File: config.mk
export PLATFORM = sky130hd
export DESIGN_NAME = mem
export DESIGN_NICKNAME = d
export VERILOG_FILES = /design/src/rtl/mem.sv
export SDC_FILE = /design/constraint.sdc
export NUM_CORES = 1
export LEC_CHECK = 0
export CORE_MARGIN = 1.5
export CORE_UTILIZATION = 30
export DETAILED_ROUTE_END_ITERATION = 16
export GPL_ROUTABILITY_DRIVEN = 1
export PLACE_DENSITY = 0.59
export SYNTH_ARGS = -nofsm -noshare
export SYNTH_HDL_FRONTEND = slang
export SYNTH_SLANG_ARGS = --single-unit
export TNS_END_PERCENT = 5
File: constraint.sdc
create_clock -name clk -period 1.88 [get_ports clk]
set_input_delay 0.282 -clock clk [delete_from_list [all_inputs] [get_ports clk]]
set_output_delay 0.282 -clock clk [all_outputs]
set_load 0.02 [all_outputs]
File: src/rtl/mem.sv
// Reciprocal letter-substitution stage: one ASCII character per clock is mapped
// through one of four fixed involutive pairing blocks chosen by `setting`.
module mem (
    input  logic       clk,
    input  logic       rst_n,
    input  logic [8:1] in,
    input  logic [1:0] setting,
    input  logic       in_valid,
    output logic [8:1] out,
    output logic       out_valid
);

    logic       is_letter;
    logic [7:0] offset;
    logic [4:0] idx;
    logic [4:0] map0, map1, map2, map3, map_sel;
    logic [8:1] mapped;

    // Each block lists its pairs once in both directions; indices 26..31 never
    // occur for a letter and simply fall through to the default.
    function automatic logic [4:0] blk0(input logic [4:0] i);
        logic [4:0] m;
        m = i;
        case (i)
            5'd0:  m = 5'd14;  5'd14: m = 5'd0;
            5'd1:  m = 5'd2;   5'd2:  m = 5'd1;
            5'd3:  m = 5'd4;   5'd4:  m = 5'd3;
            5'd5:  m = 5'd6;   5'd6:  m = 5'd5;
            5'd7:  m = 5'd8;   5'd8:  m = 5'd7;
            5'd9:  m = 5'd10;  5'd10: m = 5'd9;
            5'd11: m = 5'd24;  5'd24: m = 5'd11;
            5'd12: m = 5'd13;  5'd13: m = 5'd12;
            5'd15: m = 5'd16;  5'd16: m = 5'd15;
            5'd17: m = 5'd18;  5'd18: m = 5'd17;
            5'd19: m = 5'd20;  5'd20: m = 5'd19;
            5'd21: m = 5'd22;  5'd22: m = 5'd21;
            5'd23: m = 5'd25;  5'd25: m = 5'd23;
            default: m = i;
        endcase
        return m;
    endfunction

    function automatic logic [4:0] blk1(input logic [4:0] i);
        logic [4:0] m;
        m = i;
        case (i)
            5'd0:  m = 5'd1;   5'd1:  m = 5'd0;
            5'd2:  m = 5'd3;   5'd3:  m = 5'd2;
            5'd4:  m = 5'd18;  5'd18: m = 5'd4;
            5'd5:  m = 5'd6;   5'd6:  m = 5'd5;
            5'd7:  m = 5'd8;   5'd8:  m = 5'd7;
            5'd9:  m = 5'd11;  5'd11: m = 5'd9;
            5'd10: m = 5'd22;  5'd22: m = 5'd10;
            5'd12: m = 5'd13;  5'd13: m = 5'd12;
            5'd14: m = 5'd15;  5'd15: m = 5'd14;
            5'd16: m = 5'd17;  5'd17: m = 5'd16;
            5'd19: m = 5'd20;  5'd20: m = 5'd19;
            5'd21: m = 5'd23;  5'd23: m = 5'd21;
            5'd24: m = 5'd25;  5'd25: m = 5'd24;
            default: m = i;
        endcase
        return m;
    endfunction

    function automatic logic [4:0] blk2(input logic [4:0] i);
        logic [4:0] m;
        m = i;
        case (i)
            5'd0:  m = 5'd1;   5'd1:  m = 5'd0;
            5'd2:  m = 5'd7;   5'd7:  m = 5'd2;
            5'd3:  m = 5'd11;  5'd11: m = 5'd3;
            5'd4:  m = 5'd5;   5'd5:  m = 5'd4;
            5'd6:  m = 5'd14;  5'd14: m = 5'd6;
            5'd8:  m = 5'd9;   5'd9:  m = 5'd8;
            5'd10: m = 5'd12;  5'd12: m = 5'd10;
            5'd13: m = 5'd15;  5'd15: m = 5'd13;
            5'd16: m = 5'd17;  5'd17: m = 5'd16;
            5'd18: m = 5'd19;  5'd19: m = 5'd18;
            5'd20: m = 5'd21;  5'd21: m = 5'd20;
            5'd22: m = 5'd23;  5'd23: m = 5'd22;
            5'd24: m = 5'd25;  5'd25: m = 5'd24;
            default: m = i;
        endcase
        return m;
    endfunction

    function automatic logic [4:0] blk3(input logic [4:0] i);
        logic [4:0] m;
        m = i;
        case (i)
            5'd0:  m = 5'd1;   5'd1:  m = 5'd0;
            5'd2:  m = 5'd3;   5'd3:  m = 5'd2;
            5'd4:  m = 5'd5;   5'd5:  m = 5'd4;
            5'd6:  m = 5'd8;   5'd8:  m = 5'd6;
            5'd7:  m = 5'd17;  5'd17: m = 5'd7;
            5'd9:  m = 5'd10;  5'd10: m = 5'd9;
            5'd11: m = 5'd16;  5'd16: m = 5'd11;
            5'd12: m = 5'd13;  5'd13: m = 5'd12;
            5'd14: m = 5'd15;  5'd15: m = 5'd14;
            5'd18: m = 5'd19;  5'd19: m = 5'd18;
            5'd20: m = 5'd21;  5'd21: m = 5'd20;
            5'd22: m = 5'd23;  5'd23: m = 5'd22;
            5'd24: m = 5'd25;  5'd25: m = 5'd24;
            default: m = i;
        endcase
        return m;
    endfunction

    always_comb begin
        is_letter = (in >= 8'h41) && (in <= 8'h5A);
        offset    = in - 8'h41;
        idx       = offset[4:0];
        map0      = blk0(idx);
        map1      = blk1(idx);
        map2      = blk2(idx);
        map3      = blk3(idx);
        case (setting)
            2'd0:    map_sel = map0;
            2'd1:    map_sel = map1;
            2'd2:    map_sel = map2;
            default: map_sel = map3;
        endcase
        mapped = is_letter ? (8'h41 + {3'b000, map_sel}) : in;
    end

    // `out` keeps its last result across idle cycles; only the valid flag drops.
    always_ff @(posedge clk or negedge rst_n) begin
        if (!rst_n) begin
            out       <= 8'h00;
            out_valid <= 1'b0;
        end else begin
            out_valid <= in_valid;
            if (in_valid)
                out <= mapped;
        end
    end

endmodule

After elaboration in Yosys (flattened, before gate mapping). Cells that the tools add are included. W data, S select, Z words.

Bitwise gates (word level): 0. Multiplexer cells: 6. Divide/modulo/power cells: 0. Equality and inequality tests: 27. Order comparisons: 2. Shifts and indexed selects: 0. Add/subtract/negate cells: 2. Multiply operators: 0. Reductions and logical operators: 3.

Operator list (count): $pmux W5 S26 (4); $eq A5 B5 Y1 const B (10); $eq A5 B4 Y1 const B (8); $eq A5 B3 Y1 const B (4); $pmux W5 S3 (1); $eq A5 B2 Y1 const B (2); $add A7 B5 Y8 const A (1); $ge A8 B7 Y1 const B (1); $le A8 B7 Y1 const B (1); $mux W8 (1); $eq A5 B1 Y1 const B (1); $logic_not A5 Y1 (1); $sub A5 B1 Y5 const B (1); $eq A2 B1 Y1 const B (1); $eq A2 B2 Y1 const B (1); $logic_not A2 Y1 (1); $logic_and A1 B1 Y1 (1).

Latch bits: 0. Flip-flop bits (word level): 9. Memory bits (read-only): 0. Bits in writable memories: 0. Output and inout bits: 9. Input bits: 13. Memories kept: 0. Word-level logic and storage cells: 42.

Longest topological paths before layout. Gate-level depths: netlist of the first run.

Depth after elaboration: 6. Mapped depth: 16.

Least setup slack after synthesis of the first run. OpenSTA, ideal clock, no wires.

Path kind: input to register. Start: input port in[1] (netlist bit). End: register out[3] (netlist bit). Path slack: -1.140 ns. Data required time: 1.734 ns. Arrival time: 2.874 ns. Buffers on the path: 3. Cell stages on the path: 15. Cells stage by stage: buf_2 > inv_1 > ha_1 > buf_4 > nor2b_2 > buf_2 > nand2_1 > mux2_2 > a41o_1 > and4b_4 > a221oi_4 > inv_1 > ha_1 > xnor2_1 > o221ai_2.

Longest elaborated chain between the ends: 6. Elaborated cells on any way between the ends: 37.

RTL lines: start, declared (line 6) `input logic [8:1] in,`; $sub A5 B1 Y5 (line 111) `offset = in - 8'h41;`; $eq A5 B5 Y1 (tied with other cells); $pmux W5 S26 (on tied branches); $pmux W5 S3 (line 117) `case (setting)`; $add A7 B5 Y8 (line 123) `mapped = is_letter ? (8'h41 + {3'b000, map_sel}) : in;`; $mux W8 (*) (line 123); end signal, assigned (line 134) `out <= mapped;`; end, declared (line 9) `output logic [8:1] out,`.

Mark *: on every way between the ends. The rest lies on a longest branch, timed or not. A chain may end at the register's enable or synchronous reset.

Worst setup path in the final report of the first run.
Start: input port in[2] (netlist bit). End: register out[5] (netlist bit).

The elaborated chain is that of the path after synthesis.

==> flow_metrics.tcl, run 1 <==
set metrics [dict create \
    r2r-end "out[5]" \
    synth_xor_area_share_pct 4.38 \
    synth.area.top_cells "dfrtp_1 (10%), nand2_1 (6.0%), a21oi_1 (4.8%), ha_1 (4.0%), nor2_1 (3.4%)" \
    total_power_uw 1550 \
    async_reset_ff_share_pct 100 \
    first_pass_iters 7 \
    root_buffer "clkbuf_8" \
    ys_types 83 \
    clk_pin_slew_ns 0.05 \
    p_per_area_nw_per_um2 407 \
    synth_edf_count 0 \
    avgSynthCellArea_um2 7.40 \
    max_freq_mhz 393 \
    hold_viol 0 \
    drv_cap 0 \
    clk_latency_ns 0.23 \
    die-area_um2 7850 \
    max-vdd-ir-drop_v 0.000239 \
    period_share_pct 135 \
    grt_start_max_net_pins 14 \
    rows 31 \
    crit_path_end_kind "flop" \
    reg2reg_slack_ns 1.05 \
    arrival_ns 2.67 \
    routed_wl_um 9960 \
    initialDrtViolationCount 298 \
    outcome "finished, violations left" \
    grt_pass1_wl_um 14900 \
    path_class "primary input to flop" \
    cts_buffer_depth 2 \
    vias_per_cell 5.94 \
    antenna_found_initial 1 \
    post-route-min-period_ns 2.55 \
    fin_setup_tns_ns -3.74 \
    ctsHoldBuffers 0 \
    worstPathRequired_ns 2.01 \
    synth_cells 297 \
    overflow 0 \
    syn_area_um2 2200 \
    ios 22 \
    synth_fa_ha_area_share_pct 3.99 \
    skew_ns 0 \
    initial_core_util_pct 30.6 \
    synthTopCellsByCount "nand2_1 (35), a21oi_1 (21), nor2_1 (20)" \
    crit_fanout 6 \
    syn_nets 317 \
    vias 3095 \
    ant_nets 0 \
    synth_compound_area_share_pct 42.2 \
    cts_tree "done" \
    clock-sinks 9 \
    core_um2 7180 \
    ys_warn_count 0 \
    yosysMostFrequentCell "nand2_1" \
    grt_pass1_vias 2898 \
    r2r-start "out[5]" \
    hold_ws_ns 0.347 \
    ys_seq_area_share_pct 10.3 \
    synth_top_family_by_area "compound AO/OA/AOI/OAI gates" \
    synth_seq_cells 9 \
    htreeDepth 1 \
    hold_class "primary input to asynchronous set/reset pin" \
    ff2ff_path_depth 3 \
    start_kind "primary input" \
    layout-drive-gt1-share_pct 50.0 \
    tightest_slew_ns 0.480 \
    setup_viol 6 \
    die-width_um 88.6 \
    slew_headroom_pct 67.5 \
    finalMaxSlewViolations 0 \
    violations "setup timing" \
    synthSimpleGateAreaFrac_pct 28.2 \
    ys.flop_type "dfrtp_1" \
    p_leak_uw 0.00153 \
    synth_mux_area_share_pct 2.90 \
    area_delta_synth_final_pct 73.5 \
    synth_top_area_share_pct 10.3 \
    diodes 0 \
    hpwlAfterDp_um 7110 \
    rsz0062_at_grt "true" \
    gp_congestion 1.04 \
    drc 0 \
    final_nets 443 \
    cts_buffers 3 \
    numPortBuffers 21 \
    gr-usage-all-layers_pct 24.9 \
    wl_per_cell_um 19.1 \
    die_height_um 88.6 \
    yosys.area.top_type "dfrtp_1" \
    fin_ws_ns -0.666 \
]
-- sequential cells by signal, indices dropped and copies added (netlist names) --
name,cells
out_valid,1
out,8
-- worst max-delay path by stage --
stage,cells after the start,start,slack (ns),end
2_1_floorplan,13,in[1],-0.91,out[5]
5_1_grt,12,in[2],-0.77,out[5]
3_3_place_gp,15,in[2],-1.52,out[2]
6_report,12,in[2],-0.67,out[5]
3_5_place_dp,13,in[2],-1.58,out[5]
4_1_cts,12,in[2],-0.67,out[5]
-- stage by stage --
stage	cells	utilization, %	setup slack (ns)	cell area [um2]
after floorplan	297	-	-0.907	2280
after global placement	495	45.2	-1.52	3240
after detailed placement	495	45.2	-1.58	3240
after CTS	514	50.4	-0.669	3620
after global routing	521	53.1	-0.772	3810
final	521	53.1	-0.666	3810
-- metal layers --
layer	vias up	track usage, %	wire length [um]	part of all wire, %
met5	-	0	11	0.11
met4	2	12.9	469	4.7
met3	48	4.10	709	7.1
met2	160	39.5	4620	46
met1	1489	32.5	4150	42
li1	1396	-	-	-
-- cells by family after synthesis --
group                      after synthesis
and+or+nand+nor                        109
buffers and inverters                   36
xor gates and xnor gates                 8
adders and majority gates                7
muxes                                    6
AOI/OAI and AO/OA                      122
DFF                                      9
-- layout make-up --
type	instances	area [um2]
fill	663	3360
multi-input combinational	252	2130
timing repair buffer	148	1240
sequential	9	225
tap	99	124
inverter	9	48.8
clock buffer	4	45.0
-- critical path, stage by stage --
cell      delay (ns)
buf_8           0.11
buf_6           0.12
or3_4           0.41
a211o_4         0.38
a21oi_4         0.16
a21o_1          0.13
and4b_4         0.22
a221oi_4        0.31
inv_2           0.08
ha_4            0.17
a31o_1          0.16
and3_1          0.14
-- cell usage in the layout (no fill, tap or decap), types with 4 or more instances in the layout --
master	count
or3_1	5
o21ai_0	11
o21ai_1	4
o22ai_1	4
a211oi_2	4
buf_6	6
a21o_1	4
o211ai_1	6
nand3_1	6
clkdlybuf4s50_1	16
nor2_1	17
dfrtp_1	9
inv_1	4
xnor2_1	4
buf_4	117
nand2_1	32
a31oi_1	6
nand2b_1	5
a21oi_1	19
-- what timing repair did --
action | 4_1_cts | 5_1_grt
pin swaps | 20 | 16
gates resized for setup | 64 | 27
setup buffers | 15 | 7
gates cloned | 0 | 1
endpoints found under the setup margin | 6 | 6
-- power breakdown --
part	internal [uW]	switching [uW]
sequential	215	11.2
clock	148	81.7
combinational	526	571
Note: power is estimated with default switching activity, not from simulation.
==> inputs of run 2 (changes only) <==
--- a/config.mk
+++ b/config.mk
@@ -5,11 +5,13 @@
 export SDC_FILE = /design/constraint.sdc
 export NUM_CORES = 1
 export LEC_CHECK = 0
+export CELL_PAD_IN_SITES_DETAIL_PLACEMENT = 0
+export CELL_PAD_IN_SITES_GLOBAL_PLACEMENT = 1
 export CORE_MARGIN = 1.5
 export CORE_UTILIZATION = 30
 export DETAILED_ROUTE_END_ITERATION = 16
 export GPL_ROUTABILITY_DRIVEN = 1
-export PLACE_DENSITY = 0.59
+export PLACE_DENSITY = 0.73
 export SYNTH_ARGS = -nofsm -noshare
 export SYNTH_HDL_FRONTEND = slang
 export SYNTH_SLANG_ARGS = --single-unit
==> run 2 against run 1 <==
Effect of this change: the flow still finishes with violations (setup timing); highest routed layer is now met4; sequential share of layout area unchanged; utilization is the same; cell count rose by 1.5%; routed wire length fell by 5.5%; critical path depth grew 3; non-clock buffer count grew 8; maximum frequency fell by 2.4%; combinational power about the same.
==> flow_metrics.tcl, run 2 (synthesized netlist as in run 1, its figures left out) <==
set metrics [dict create \
    outcome "finished, violations left" \
    violations "setup timing" \
    n_fill_cell 663 \
    largest_reg_flops 8 \
    max_freq_mhz 384 \
    clock-sinks 9 \
    grt_pass1_wl_um 14300 \
    drv_cap 0 \
    utilization_pct 53.1 \
    path_class "primary input to flop" \
    hold_class "primary input to asynchronous set/reset pin" \
    met3_usage_pct 3.54 \
    clk_pin_slew_ns 0.05 \
    multi_input_area_um2 2070 \
    grt.busiest_layer "met2" \
    drc 0 \
    max-vdd-ir-drop_v 0.000356 \
    area_delta_synth_final_pct 73.5 \
    initial_core_util_pct 30.6 \
    fin_setup_tns_ns -3.93 \
    post-route-min-period_ns 2.61 \
    ios 22 \
    top_register "out" \
    finalMaxSlewViolations 0 \
    hold_viol 0 \
    root_buffer "clkbuf_8" \
    vias 2979 \
    post_dp_cell_area_um2 3280 \
    cp-startpoint "in[2]" \
    rsz0062_at_grt "true" \
    ant_nets 0 \
    numPortBuffers 21 \
    final_cell_mix "buf_4 (119), nand2_1 (32), a21oi_1 (19)" \
    r2r-start "out[5]" \
    arrival_ns 2.73 \
    routed_wl_um 9410 \
    regArea_um2 225 \
    gr-usage-all-layers_pct 23.6 \
    cpPeakStageDelay_ns 0.32 \
    diodes 0 \
    wl_per_cell_um 17.8 \
    first_pass_iters 5 \
    fin_ws_ns -0.727 \
    slew_headroom_pct 59.0 \
    grt_use_met1_pct 32.9 \
    p_leak_uw 0.00155 \
    initialDrtViolationCount 405 \
    clk_latency_ns 0.23 \
    largest_registers "out: 8 flops, out_valid: 1 flops" \
    total_power_uw 1570 \
    grt_use_met2_pct 37.5 \
    crit_slowest_cell "a211oi_2" \
    cts_buffers 3 \
    overflow 0 \
    cts_tree "done" \
    grt_pass1_vias 2775 \
    final_common_cell "buf_4" \
    die-width_um 88.6 \
    grt_start_max_net_pins 17 \
    start_kind "primary input" \
    htreeDepth 1 \
    core_um2 7180 \
    crit_fanout 8 \
    final_nets 451 \
    final_cell_area_um2 3810 \
    skew_ns 0 \
    period_share_pct 139 \
    antenna_found_initial 0 \
    rows 31 \
    hpwlAfterDp_um 7010 \
    path_cells "buf_8, inv_8, ha_4, buf_4, xor2_4, o22ai_1, a21oi_2, a41o_1, buf_4, nand4b_1, a211oi_2, a211oi_4, buf_6, a31o_1, and3_1" \
    tightest_slew_ns 0.608 \
    worstPathRequired_ns 2.01 \
    setup_viol 6 \
    die-area_um2 7850 \
    cts_buffer_depth 2 \
    crit_path_frequent_cell "buf_4" \
    die_height_um 88.6 \
    layout-drive-gt1-share_pct 49.1 \
    p_per_area_nw_per_um2 413 \
    gp_congestion 0.964 \
    crit_path_end_kind "flop" \
    dpl_worst_slack_ns -1.64 \
    vias_per_cell 5.63 \
]
-- run 2: cell types whose count changed in the layout (fill, tap and decap cells not counted), moves of 2 or more --
cell | before | now
nand3_2 | 2 | 0
a311oi_1 | 1 | 4
o31ai_2 | 3 | 1
nand3_1 | 6 | 8
buf_6 | 6 | 13
ha_1 | 3 | 1
a311oi_2 | 3 | 0
buf_4 | 117 | 119
o21ai_2 | 1 | 3
o31ai_1 | 1 | 3
-- run 2: final timing paths --
kind                       cells past startpoint  endpoint  slack [ns]
max                                           15    out[5]       -0.73
min                                            1    out[3]        0.35
max reg2reg                                    3    out[5]        1.04
min reg2reg                                    1    out[7]        0.50
max in group asynchronous                      1    out[2]        1.23
min in group clk                               1    out[7]        0.50
-- run 2: worst max-delay path, delay by kind of cell --
family	cells	cell delay, ns
compound gates	6	1.11
buf+inv	5	0.61
simple gates	2	0.32
xor+xnor	1	0.22
fa+ha+maj	1	0.18
-- run 2: report_power, final --
group | total [uW] | internal, uW | leakage (uW) | switching, uW
Sequential | 226 | 215 | 0.000103 | 10.9
Clock | 229 | 148 | 0.0000228 | 81.2
Combinational | 1120 | 553 | 0.00143 | 565
Total | 1570 | 916 | 0.00155 | 657
-- run 2: repair_timing --
item	4_1_cts	5_1_grt
setup endpoints to repair	6	6
gates cloned	1	0
hold endpoints to repair	0	0
hold buffers	0	0
resized for setup	59	31
buffers inserted	18	5
pin swaps	27	25
-- run 2: final cells by class --
class,count,share of cell area [%]
clock buffer,4,1.18
inverter,9,1.28
multi-input combinational,252,54.4
sequential,9,5.91
tap,99,3.25
timing repair buffer,156,34.0
-- run 2: metal layers --
layer / share of wire (%) / wire length (um)
met5: 0 / 0
met4: 2.5 / 235
met3: 6.0 / 569
met2: 47 / 4380
met1: 45 / 4230
-- run 2: through the flow --
stage | hold slack (ns) | cells
5_1_grt | 0.375 | 529
6_report | 0.347 | 529
4_1_cts | 0.367 | 525
3_3_place_gp | 0.496 | 502
2_1_floorplan | -0.0136 | 297
3_5_place_dp | 0.496 | 502
==> inputs of run 3 (changes only) <==
--- a/config.mk
+++ b/config.mk
@@ -7,7 +7,6 @@
 export LEC_CHECK = 0
 export CELL_PAD_IN_SITES_DETAIL_PLACEMENT = 0
 export CELL_PAD_IN_SITES_GLOBAL_PLACEMENT = 1
-export CORE_MARGIN = 1.5
 export CORE_UTILIZATION = 30
 export DETAILED_ROUTE_END_ITERATION = 16
 export GPL_ROUTABILITY_DRIVEN = 1
==> run 3 against run 2 <==
Effect of this change: the run still ends with setup timing left; sequential power about the same; via count increased by 2.1%; critical path depth unchanged; critical path type unchanged; critical endpoint unchanged; largest cell class unchanged; largest power group unchanged.
==> flow_metrics.tcl, run 3 (synthesized netlist as in run 1, its figures left out) <==
set metrics [dict create \
    crit_path_end_kind "flop" \
    die_height_um 87.6 \
    rsz0062_at_grt "true" \
    rows 30 \
    start_kind "primary input" \
    clk_pin_slew_ns 0.05 \
    crit_path_frequent_cell "buf_6" \
    final_cell_mix "buf_4 (118), nand2_1 (35), a21oi_1 (19)" \
    core_um2 6940 \
    cts_buffers 3 \
    max_freq_mhz 376 \
    ctsHoldBuffers 0 \
    antenna_found_initial 0 \
    hold_class "primary input to asynchronous set/reset pin" \
    p_leak_uw 0.00157 \
    post-route-min-period_ns 2.66 \
    violations "setup timing" \
    final_nets 449 \
    arrival_ns 2.78 \
    diodes 0 \
    area_delta_synth_final_pct 74.9 \
    multi_input_area_um2 2120 \
    overflow 0 \
    dpl_worst_slack_ns -1.67 \
    gr-usage-all-layers_pct 26.1 \
    fin_ws_ns -0.777 \
    vias 3043 \
    vias_per_cell 5.81 \
    worstPathRequired_ns 2.01 \
    period_share_pct 141 \
    regArea_um2 225 \
    final_cell_area_um2 3840 \
    path_class "primary input to flop" \
    largest_registers "out: 8 flops, out_valid: 1 flops" \
    max-vdd-ir-drop_v 0.000590 \
    routed_wl_um 9590 \
    initial_core_util_pct 31.6 \
    top_register "out" \
    cp_top_family "simple AND/OR/NAND/NOR gates" \
    fin_setup_tns_ns -4.46 \
    cts_tree "done" \
    clk_latency_ns 0.23 \
    htreeDepth 1 \
    root_buffer "clkbuf_8" \
    slew_headroom_pct 55.9 \
    grt_use_met1_pct 33.2 \
    ios 22 \
    cpPeakStageDelay_ns 0.39 \
    initialDrtViolationCount 242 \
    numPortBuffers 21 \
    hold_viol 0 \
    grt_pass1_vias 3062 \
    clock-sinks 9 \
    crit_fanout 7 \
    crit_buf_inv 6 \
    outcome "finished, violations left" \
    p_per_area_nw_per_um2 408 \
    wl_per_cell_um 18.3 \
    path_cells "buf_6, inv_8, ha_4, buf_6, nor2b_4, a31oi_4, buf_6, or3_4, buf_6, nand4b_1, buf_4, nor2_1, a31oi_4, nand4_1, and3_1" \
    largest_reg_flops 8 \
    finalMaxSlewViolations 0 \
    layout-drive-gt1-share_pct 48.8 \
    final_common_cell "buf_4" \
    post_dp_cell_area_um2 3300 \
    gp_congestion 0.999 \
    die-width_um 87.6 \
    hpwlAfterDp_um 7170 \
    met3_usage_pct 4.15 \
    die-area_um2 7670 \
    setup_viol 6 \
    grt_start_max_net_pins 18 \
    drc 0 \
    skew_ns 0 \
    n_fill_cell 637 \
    drv_cap 0 \
    grt_pass1_wl_um 15500 \
    tightest_slew_ns 0.654 \
    grt_use_met2_pct 44.0 \
    grt.busiest_layer "met2" \
    ant_nets 0 \
    cts_buffer_depth 2 \
    first_pass_iters 5 \
    crit_slowest_cell "or3_4" \
]
-- run 3: per-layer routing --
metal	wire, um	part of all wire (%)
met1	4080	43
met2	4430	46
met3	680	7.1
met4	394	4.1
met5	0	0
-- run 3: final timing paths --
check                      depth (start not counted)   start  endpoint  slack, ns
setup / recovery                                  15   in[1]    out[5]      -0.78
hold / removal                                     1   rst_n    out[2]       0.35
setup reg to reg                                   3  out[5]    out[5]       1.06
hold reg to reg                                    1  out[8]    out[8]       0.50
max in group asynchronous                          1   rst_n    out[6]       1.23
min in group clk                                   1  out[8]    out[8]       0.50
-- run 3: area by class of cell --
type / count / area share [%]
well taps: 96 / 3.12
clock buffers: 4 / 1.17
flip-flops and latches: 9 / 5.86
repair buffers: 154 / 33.4
multi-input cells: 252 / 55.2
inverters: 9 / 1.27
-- run 3: repair_timing --
action                     in CTS  in global routing
setup endpoints to repair       6                  6
cloned                          1                  0
gates resized for setup        78                  7
buffers inserted               20                  0
pin swaps                      24                  5
-- run 3: stage by stage --
stage | power [uW] | hold WS (ns) | instances | util [%]
CTS | 1530 | 0.361 | 525 | 54.8
finish | 1570 | 0.349 | 524 | 55.4
global placement | 1140 | 0.489 | 500 | 47.5
floorplan | 735 | -0.0136 | 297 | -
detailed placement | 1140 | 0.498 | 500 | 47.5
global route | 1650 | 0.393 | 524 | 55.4
-- run 3: report_power, final --
part	switching, uW	internal, uW	total [uW]	leakage, uW
registers	11.2	215	226	0.000103
logic	572	542	1110	0.00144
clock network	79.0	148	227	0.0000228
total	662	905	1570	0.00157
